$ cat config.mk
export PLATFORM = sky130hd
export DESIGN_NAME = discharge_param_sequencer_flat
export DESIGN_NICKNAME = d
export VERILOG_FILES = /design/src/rtl/discharge_param_sequencer_if.sv /design/src/rtl/discharge_param_sequencer.sv /design/src/flat_wrapper.sv
export SDC_FILE = /design/constraint.sdc
export NUM_CORES = 1
export LEC_CHECK = 0
export ABC_AREA = 0
export ABC_CLOCK_PERIOD_IN_PS = 10800
export BUFFER_PORTS_ARGS = -buffer_cell sky130_fd_sc_hd__buf_2
export CAP_MARGIN = 20
export CORE_ASPECT_RATIO = 0.75
export CORE_MARGIN = 2
export CORE_UTILIZATION = 50
export DETAILED_ROUTE_END_ITERATION = 8
export GPL_TIMING_DRIVEN = 1
export PLACE_DENSITY_LB_ADDON = 0.15
export SLEW_MARGIN = 20
export SYNTH_ARGS = -nofsm -noshare
export SYNTH_HDL_FRONTEND = slang
export SYNTH_SLANG_ARGS = --single-unit
$ cat constraint.sdc
create_clock -name clk -period 10.8 [get_ports clk]
set_clock_uncertainty 0.2 [all_clocks]
set_input_delay 3.24 -clock clk [delete_from_list [all_inputs] [get_ports clk]]
set_output_delay 3.24 -clock clk [all_outputs]
set_load 0.05 [all_outputs]
$ cat src/rtl/discharge_param_sequencer_if.sv
// Parameter-table configuration bus of the discharge parameter sequencer.
// The master side (host / register block) writes one slot per strobe.
interface discharge_param_sequencer_if #(
    parameter int SLOT_AW = 2
);
    logic               cfg_wr_en;
    logic [SLOT_AW-1:0] cfg_addr;
    logic [15:0]        cfg_wave;
    logic [15:0]        cfg_ton;
    logic [15:0]        cfg_ts;
    logic [7:0]         cfg_ict;
    logic [15:0]        cfg_repeat;

    modport master (
        output cfg_wr_en, cfg_addr, cfg_wave, cfg_ton, cfg_ts, cfg_ict, cfg_repeat
    );

    modport slave (
        input cfg_wr_en, cfg_addr, cfg_wave, cfg_ton, cfg_ts, cfg_ict, cfg_repeat
    );
endinterface

$ cat src/rtl/discharge_param_sequencer.sv
// Discharge parameter sequencer: steps a small table of parameter sets into
// mos_control, advancing only at pulse boundaries (DEION) so a discharge
// never sees its parameters change. Supports graceful stop, fault abort and
// one-shot runs, and counts effective and open pulses.
module discharge_param_sequencer #(
    parameter int         SLOT_AW       = 2,
    parameter logic [7:0] ST_WAIT_BD    = 8'h01,
    parameter logic [7:0] ST_DEION      = 8'h80,
    parameter logic [7:0] ST_DISCH_MASK = 8'h1E
) (
    input  logic                       clk,
    input  logic                       rst_n,
    discharge_param_sequencer_if.slave cfg,
    input  logic [SLOT_AW:0]           seq_len,
    input  logic                       one_shot,
    input  logic                       seq_start,
    input  logic                       seq_stop,
    input  logic                       fault,
    input  logic [7:0]                 mos_state,
    output logic [15:0]                waveform_data,
    output logic [15:0]                ton,
    output logic [15:0]                ts,
    output logic [7:0]                 inductor_charging_time,
    output logic                       is_machine_start,
    output logic                       busy,
    output logic [SLOT_AW-1:0]         active_slot,
    output logic [31:0]                pulse_cnt,
    output logic [15:0]                open_cnt,
    output logic                       seq_done,
    output logic                       fault_flag
);

    localparam int                 NUM_SLOTS   = 2 ** SLOT_AW;
    localparam logic [SLOT_AW:0]   NUM_SLOTS_W = (SLOT_AW + 1)'(NUM_SLOTS);

    typedef enum logic [1:0] {
        S_IDLE     = 2'd0,
        S_LOAD     = 2'd1,
        S_RUN      = 2'd2,
        S_STOPPING = 2'd3
    } state_t;

    state_t             state_r;
    state_t             state_s;

    logic [15:0]        wave_tab_r [NUM_SLOTS];
    logic [15:0]        ton_tab_r  [NUM_SLOTS];
    logic [15:0]        ts_tab_r   [NUM_SLOTS];
    logic [7:0]         ict_tab_r  [NUM_SLOTS];
    logic [15:0]        rep_tab_r  [NUM_SLOTS];

    logic [7:0]         prev_state_r;
    logic               eff_pulse_r;
    logic               open_pulse_r;
    logic [15:0]        slot_pulse_r;

    logic [SLOT_AW-1:0] last_slot_s;
    logic [SLOT_AW-1:0] next_slot_s;
    logic [15:0]        rep_s;
    logic [15:0]        slot_pulse_inc_s;
    logic               rep_hit_s;
    logic               is_last_s;
    logic               deion_s;

    logic               load_s;
    logic [SLOT_AW-1:0] load_slot_s;
    logic               clr_cnt_s;
    logic               ims_s;
    logic               done_s;
    logic               flag_s;
    logic [15:0]        slot_pulse_s;

    assign deion_s          = (mos_state == ST_DEION);
    assign rep_s            = rep_tab_r[active_slot];
    assign slot_pulse_inc_s = slot_pulse_r + 16'd1;
    assign rep_hit_s        = (rep_s != 16'd0) && (slot_pulse_inc_s == rep_s);
    assign is_last_s        = (active_slot == last_slot_s);
    assign next_slot_s      = is_last_s ? {SLOT_AW{1'b0}} : active_slot + SLOT_AW'(1'b1);

    // Effective last slot index: seq_len of 0 acts as 1, oversize values clamp.
    always_comb begin
        if (seq_len == {(SLOT_AW + 1){1'b0}}) begin
            last_slot_s = {SLOT_AW{1'b0}};
        end else if (seq_len > NUM_SLOTS_W) begin
            last_slot_s = {SLOT_AW{1'b1}};
        end else begin
            last_slot_s = seq_len[SLOT_AW-1:0] - SLOT_AW'(1'b1);
        end
    end

    // Next-state and control decisions; fault overrides everything.
    always_comb begin
        state_s      = state_r;
        load_s       = 1'b0;
        load_slot_s  = {SLOT_AW{1'b0}};
        clr_cnt_s    = 1'b0;
        ims_s        = is_machine_start;
        done_s       = 1'b0;
        flag_s       = fault_flag;
        slot_pulse_s = slot_pulse_r;
        if (fault) begin
            state_s = S_IDLE;
            ims_s   = 1'b0;
            flag_s  = 1'b1;
        end else begin
            case (state_r)
                S_IDLE: begin
                    ims_s = 1'b0;
                    if (seq_start && !seq_stop) begin
                        state_s      = S_LOAD;
                        load_s       = 1'b1;
                        clr_cnt_s    = 1'b1;
                        flag_s       = 1'b0;
                        slot_pulse_s = 16'd0;
                    end else begin
                        state_s = S_IDLE;
                    end
                end
                S_LOAD: begin
                    state_s = S_RUN;
                    ims_s   = 1'b1;
                end
                S_RUN: begin
                    ims_s = 1'b1;
                    if (seq_stop) begin
                        if (deion_s) begin
                            state_s = S_IDLE;
                            ims_s   = 1'b0;
                        end else begin
                            state_s = S_STOPPING;
                        end
                    end else if (eff_pulse_r) begin
                        if (rep_hit_s) begin
                            slot_pulse_s = 16'd0;
                            if (is_last_s && one_shot) begin
                                state_s = S_IDLE;
                                ims_s   = 1'b0;
                                done_s  = 1'b1;
                            end else begin
                                load_s      = 1'b1;
                                load_slot_s = next_slot_s;
                            end
                        end else begin
                            slot_pulse_s = slot_pulse_inc_s;
                        end
                    end else begin
                        state_s = S_RUN;
                    end
                end
                S_STOPPING: begin
                    ims_s = 1'b1;
                    if (deion_s) begin
                        state_s = S_IDLE;
                        ims_s   = 1'b0;
                    end else begin
                        state_s = S_STOPPING;
                    end
                end
                default: begin
                    state_s = S_IDLE;
                    ims_s   = 1'b0;
                end
            endcase
        end
    end

    // FSM state register.
    always_ff @(posedge clk or negedge rst_n) begin
        if (!rst_n) begin
            state_r <= S_IDLE;
        end else begin
            state_r <= state_s;
        end
    end

    // Parameter table; writes never touch the live outputs directly.
    always_ff @(posedge clk or negedge rst_n) begin
        if (!rst_n) begin
            for (int i = 0; i < NUM_SLOTS; i++) begin
                wave_tab_r[i] <= 16'd0;
                ton_tab_r[i]  <= 16'd0;
                ts_tab_r[i]   <= 16'd0;
                ict_tab_r[i]  <= 8'd0;
                rep_tab_r[i]  <= 16'd0;
            end
        end else if (cfg.cfg_wr_en) begin
            wave_tab_r[cfg.cfg_addr] <= cfg.cfg_wave;
            ton_tab_r[cfg.cfg_addr]  <= cfg.cfg_ton;
            ts_tab_r[cfg.cfg_addr]   <= cfg.cfg_ts;
            ict_tab_r[cfg.cfg_addr]  <= cfg.cfg_ict;
            rep_tab_r[cfg.cfg_addr]  <= cfg.cfg_repeat;
        end
    end

    // Pulse-end detection from the mos_control state trace (one-cycle events).
    always_ff @(posedge clk or negedge rst_n) begin
        if (!rst_n) begin
            prev_state_r <= 8'h00;
            eff_pulse_r  <= 1'b0;
            open_pulse_r <= 1'b0;
        end else begin
            prev_state_r <= mos_state;
            eff_pulse_r  <= deion_s && ((prev_state_r & ST_DISCH_MASK) != 8'h00);
            open_pulse_r <= deion_s && (prev_state_r == ST_WAIT_BD);
        end
    end

    // Saturating pulse counters; events are counted in every state.
    always_ff @(posedge clk or negedge rst_n) begin
        if (!rst_n) begin
            pulse_cnt <= 32'd0;
            open_cnt  <= 16'd0;
        end else if (clr_cnt_s) begin
            pulse_cnt <= 32'd0;
            open_cnt  <= 16'd0;
        end else begin
            if (eff_pulse_r && (pulse_cnt != 32'hFFFF_FFFF)) begin
                pulse_cnt <= pulse_cnt + 32'd1;
            end
            if (open_pulse_r && (open_cnt != 16'hFFFF)) begin
                open_cnt <= open_cnt + 16'd1;
            end
        end
    end

    // Registered control outputs and the live parameter set.
    always_ff @(posedge clk or negedge rst_n) begin
        if (!rst_n) begin
            is_machine_start       <= 1'b0;
            busy                   <= 1'b0;
            seq_done               <= 1'b0;
            fault_flag             <= 1'b0;
            slot_pulse_r           <= 16'd0;
            active_slot            <= {SLOT_AW{1'b0}};
            waveform_data          <= 16'd0;
            ton                    <= 16'd0;
            ts                     <= 16'd0;
            inductor_charging_time <= 8'd0;
        end else begin
            is_machine_start <= ims_s;
            busy             <= (state_s != S_IDLE);
            seq_done         <= done_s;
            fault_flag       <= flag_s;
            slot_pulse_r     <= slot_pulse_s;
            if (load_s) begin
                active_slot            <= load_slot_s;
                waveform_data          <= wave_tab_r[load_slot_s];
                ton                    <= ton_tab_r[load_slot_s];
                ts                     <= ts_tab_r[load_slot_s];
                inductor_charging_time <= ict_tab_r[load_slot_s];
            end
        end
    end

endmodule

$ cat src/flat_wrapper.sv
// flat-port wrapper written by rule: the top's interface ports become plain ports
module discharge_param_sequencer_flat 
#(
    parameter int         SLOT_AW       = 2,
    parameter logic [7:0] ST_WAIT_BD    = 8'h01,
    parameter logic [7:0] ST_DEION      = 8'h80,
    parameter logic [7:0] ST_DISCH_MASK = 8'h1E
)
  (clk, rst_n, seq_len, one_shot, seq_start, seq_stop, fault, mos_state, waveform_data, ton, ts, inductor_charging_time, is_machine_start, busy, active_slot, pulse_cnt, open_cnt, seq_done, fault_flag, cfg_cfg_wr_en, cfg_cfg_addr, cfg_cfg_wave, cfg_cfg_ton, cfg_cfg_ts, cfg_cfg_ict, cfg_cfg_repeat);
  discharge_param_sequencer_if #(.SLOT_AW(SLOT_AW)) cfg_i ();
  input  logic clk;
  input  logic rst_n;
  input  logic [SLOT_AW:0] seq_len;
  input  logic one_shot;
  input  logic seq_start;
  input  logic seq_stop;
  input  logic fault;
  input  logic [7:0] mos_state;
  output logic [15:0] waveform_data;
  output logic [15:0] ton;
  output logic [15:0] ts;
  output logic [7:0] inductor_charging_time;
  output logic is_machine_start;
  output logic busy;
  output logic [SLOT_AW-1:0] active_slot;
  output logic [31:0] pulse_cnt;
  output logic [15:0] open_cnt;
  output logic seq_done;
  output logic fault_flag;
  input wire logic [$bits(cfg_i.cfg_wr_en)-1:0] cfg_cfg_wr_en;
  input wire logic [$bits(cfg_i.cfg_addr)-1:0] cfg_cfg_addr;
  input wire logic [$bits(cfg_i.cfg_wave)-1:0] cfg_cfg_wave;
  input wire logic [$bits(cfg_i.cfg_ton)-1:0] cfg_cfg_ton;
  input wire logic [$bits(cfg_i.cfg_ts)-1:0] cfg_cfg_ts;
  input wire logic [$bits(cfg_i.cfg_ict)-1:0] cfg_cfg_ict;
  input wire logic [$bits(cfg_i.cfg_repeat)-1:0] cfg_cfg_repeat;
  assign cfg_i.cfg_wr_en = cfg_cfg_wr_en;
  assign cfg_i.cfg_addr = cfg_cfg_addr;
  assign cfg_i.cfg_wave = cfg_cfg_wave;
  assign cfg_i.cfg_ton = cfg_cfg_ton;
  assign cfg_i.cfg_ts = cfg_cfg_ts;
  assign cfg_i.cfg_ict = cfg_cfg_ict;
  assign cfg_i.cfg_repeat = cfg_cfg_repeat;
  discharge_param_sequencer #(.SLOT_AW(SLOT_AW), .ST_WAIT_BD(ST_WAIT_BD), .ST_DEION(ST_DEION), .ST_DISCH_MASK(ST_DISCH_MASK)) u_core (.clk(clk), .rst_n(rst_n), .cfg(cfg_i), .seq_len(seq_len), .one_shot(one_shot), .seq_start(seq_start), .seq_stop(seq_stop), .fault(fault), .mos_state(mos_state), .waveform_data(waveform_data), .ton(ton), .ts(ts), .inductor_charging_time(inductor_charging_time), .is_machine_start(is_machine_start), .busy(busy), .active_slot(active_slot), .pulse_cnt(pulse_cnt), .open_cnt(open_cnt), .seq_done(seq_done), .fault_flag(fault_flag));
endmodule
==> out/qor.yml <==
status: "completed"
synth.most_common_cell: "dfrtp_1"
viasPerCell: 5.711
num_vias: 12330
place_congestion: 0.8425
clockBufferDepth: 3
m1WireLength_mm: 20.03
clk_latency_ns: 0.54
grtUsageTotal: 0.2241
rsz0062_at_grt: "false"
grt_max_degree: 159
cts_max_level: 2
synthFlopType: "dfrtp_1"
tightest_slew_ns: 1.118
critPathCapture: "u_core.ton[0]"
reg2regPathDepth: 11
postSynthAreaPerCell_um2: 13.15
start_util: 0.5089
powerDensity_nw_per_um2: 194.4
r2r_slack_ns: 5.01
final.min_clock_period_ns: 7.161
dieHeight_um: 172.6
reg2reg_to: "u_core.ton[0]"
nets: 1719
seq_area_frac_synth: 0.5625
synthCells: 1441
synth_nets: 1537
yosysTopAreaCell: "dfrtp_1"
cts_made_buffers: 42
maxCapViolCount: 0
netlist.area_leader.share: 0.5625
die-area_um2: 39500
setup_viol: 0
max_freq_ghz: 0.1396
cpPeakStageDelay_ns: 0.96
first_pass_iters: 5
cpMaxStageDelayCell: "nand2b_2"
power.leakage_nw: 9.512
critPathLaunchType: "input pin"
top_layer_used: "met5"
r2r_start: "u_core.active_slot[0]"
drt_iter0_drc: 805
setup_tns_ns: 0
die_w_um: 228.8
cts_tree: "built"
crit_top_cell: "buf_4"
core_area_um2: 37250
cts.sinks: 426
ys_seq_elements: 426
arrival_ns: 7.34
wl_met2_mm: 20.96
grt_pass1_wl_mm: 70.95
rows: 61
route.met3.wl_mm: 2.040
wl_per_cell_um: 20.26
crit_start: "seq_len[0]"
ant_nets: 0
gr-total-overflow: 0
fin_crit_sh: 0.6631
hold_start: "u_core.waveform_data[1]"
cp_max_fo: 60
ys_async_sr_fraction: 1.000
ys_types: 59
required_ns: 10.98
antenna_found_initial: 8
dp_hpwl_mm: 26.98
drv_slew: 0
totalWireLength_mm: 43.73
port-buffer-count: 201
syn_to_final_growth_pct: 14.93
end_kind: "register"
synth_area_leaders: "dfrtp_1, mux2_2, mux2i_1"
ys_warn_count: 0
ir_drop_uv: 127.8
synth_commonest_cells: "dfrtp_1, mux2_2, mux2i_1"
max-slew-margin-rel: 0.2547
drc: 0
grt_pass1_vias: 12640
ios: 202
synth_area_um2: 18950
post_cts_resized: 0
path_class: "in -> reg"
cp_cell_sequence: "buf_2 -> inv_1 -> ha_1 -> o32a_1 -> o31a_1 -> a21boi_0 -> nor2_1 -> a31oi_4 -> buf_4 -> nand2b_2 -> buf_4 -> o221ai_1"
hold_buffers: 0
synth-edff-count: 0
drive_gt1_frac: 0.3655
min_path_type: "reg -> reg"
finalPower_mw: 4.235
cts.clk_slew.worst_paths_ns: 0.06
hold_viol: 0
cts_setup_buffers: 0
clockRootBuffer: "clkbuf_16"
## state kept, by name (all words and copies together) (netlist names), 2 cells and up
name and cells:
u_core.pulse_cnt 32, u_core.ts_tab_r 64, u_core.ton_tab_r 64, u_core.ton 16, u_core.wave_tab_r 64, u_core.prev_state_r 8, u_core.ts 16, u_core.active_slot 2
u_core.ict_tab_r 32, u_core.waveform_data 16, u_core.inductor_charging_time 8, u_core.rep_tab_r 64, u_core.open_cnt 16, u_core.state_r 2, u_core.slot_pulse_r 16
## worst max-delay path, delay by kind of cell
family	cells	cell delay, ns
AND/OR/NAND/NOR	2	1.12
buffers and inverters	4	1.24
AO/OA/AOI/OAI	5	1.37
adder cells (fa/ha/maj)	1	0.34
## through the flow
step / instance area [um2] / std cells / hold slack [ns] / setup WS [ns] / utilization
3_5_place_dp: 20430 / 2083 / 0.2766 / 3.093 / 0.5486
6_report: 21780 / 2159 / 0.2914 / 3.639 / 0.5849
4_1_cts: 21770 / 2154 / 0.2944 / 3.672 / 0.5845
2_1_floorplan: 18950 / 1441 / 0.2709 / 5.082 / -
3_3_place_gp: 20430 / 2083 / 0.2695 / 3.226 / 0.5486
5_1_grt: 21780 / 2156 / 0.3041 / 3.470 / 0.5847
## per-layer routing
| metal | up-vias | global-route usage |
|---|---|---|
| li1 | 5628 | - |
| met1 | 6424 | 0.3125 |
| met2 | 223 | 0.3649 |
| met3 | 54 | 0.04156 |
| met4 | 2 | 0.05736 |
| met5 | - | 0 |
## cell families after synthesis
logic type               Yosys count  synth area share
multiplexers                     419            0.2508
buffers and inverters             94           0.02198
flip-flops                       426            0.5625
XOR/XNOR                          62           0.03017
adder cells (fa/ha/maj)            4          0.002641
AO/OA/AOI/OAI                    147           0.05783
AND/OR/NAND/NOR                  289           0.07414
## worst min-delay path by stage
stage / endpoint / slack (ns) / cells past startpoint
2_1_floorplan: u_core.eff_pulse_r / 0.27 / 2
3_3_place_gp: u_core.ton[6] / 0.27 / 2
3_5_place_dp: u_core.waveform_data[1] / 0.28 / 2
4_1_cts: u_core.waveform_data[1] / 0.29 / 2
5_1_grt: u_core.wave_tab_r[48] / 0.30 / 1
6_report: u_core.waveform_data[1] / 0.29 / 2
## final cells by class
type                            count  area (um2)
Clock buffer                       63        1241
Fill cell                        3136       15460
Inverter                           12       45.04
Clock inverter                      8       96.34
Multi-Input combinational cell    921        7926
Tap cell                          504       630.6
Antenna cell                        5       12.51
Sequential cell                   426       10660
Timing Repair Buffer              220        1171
## placed cells by master, fill, tap and decap left out, types with 13 or more instances in the layout
master	n
o21ai_0	23
buf_4	18
buf_2	200
mux4_2	15
mux2_2	297
clkbuf_16	43
xnor2_1	24
nand3_1	22
dfrtp_1	426
mux2i_1	107
nor2_1	70
or3_1	13
o221ai_1	51
a21oi_1	22
nand4_1	17
nand2_1	96
xor2_1	36
## where the power goes
group          switching [mW]  internal [mW]
clock                   0.599          0.838
combinational           0.468          0.316
sequential              0.148           1.87
total                    1.21           3.02
Note: power is estimated with default switching activity, not from simulation.
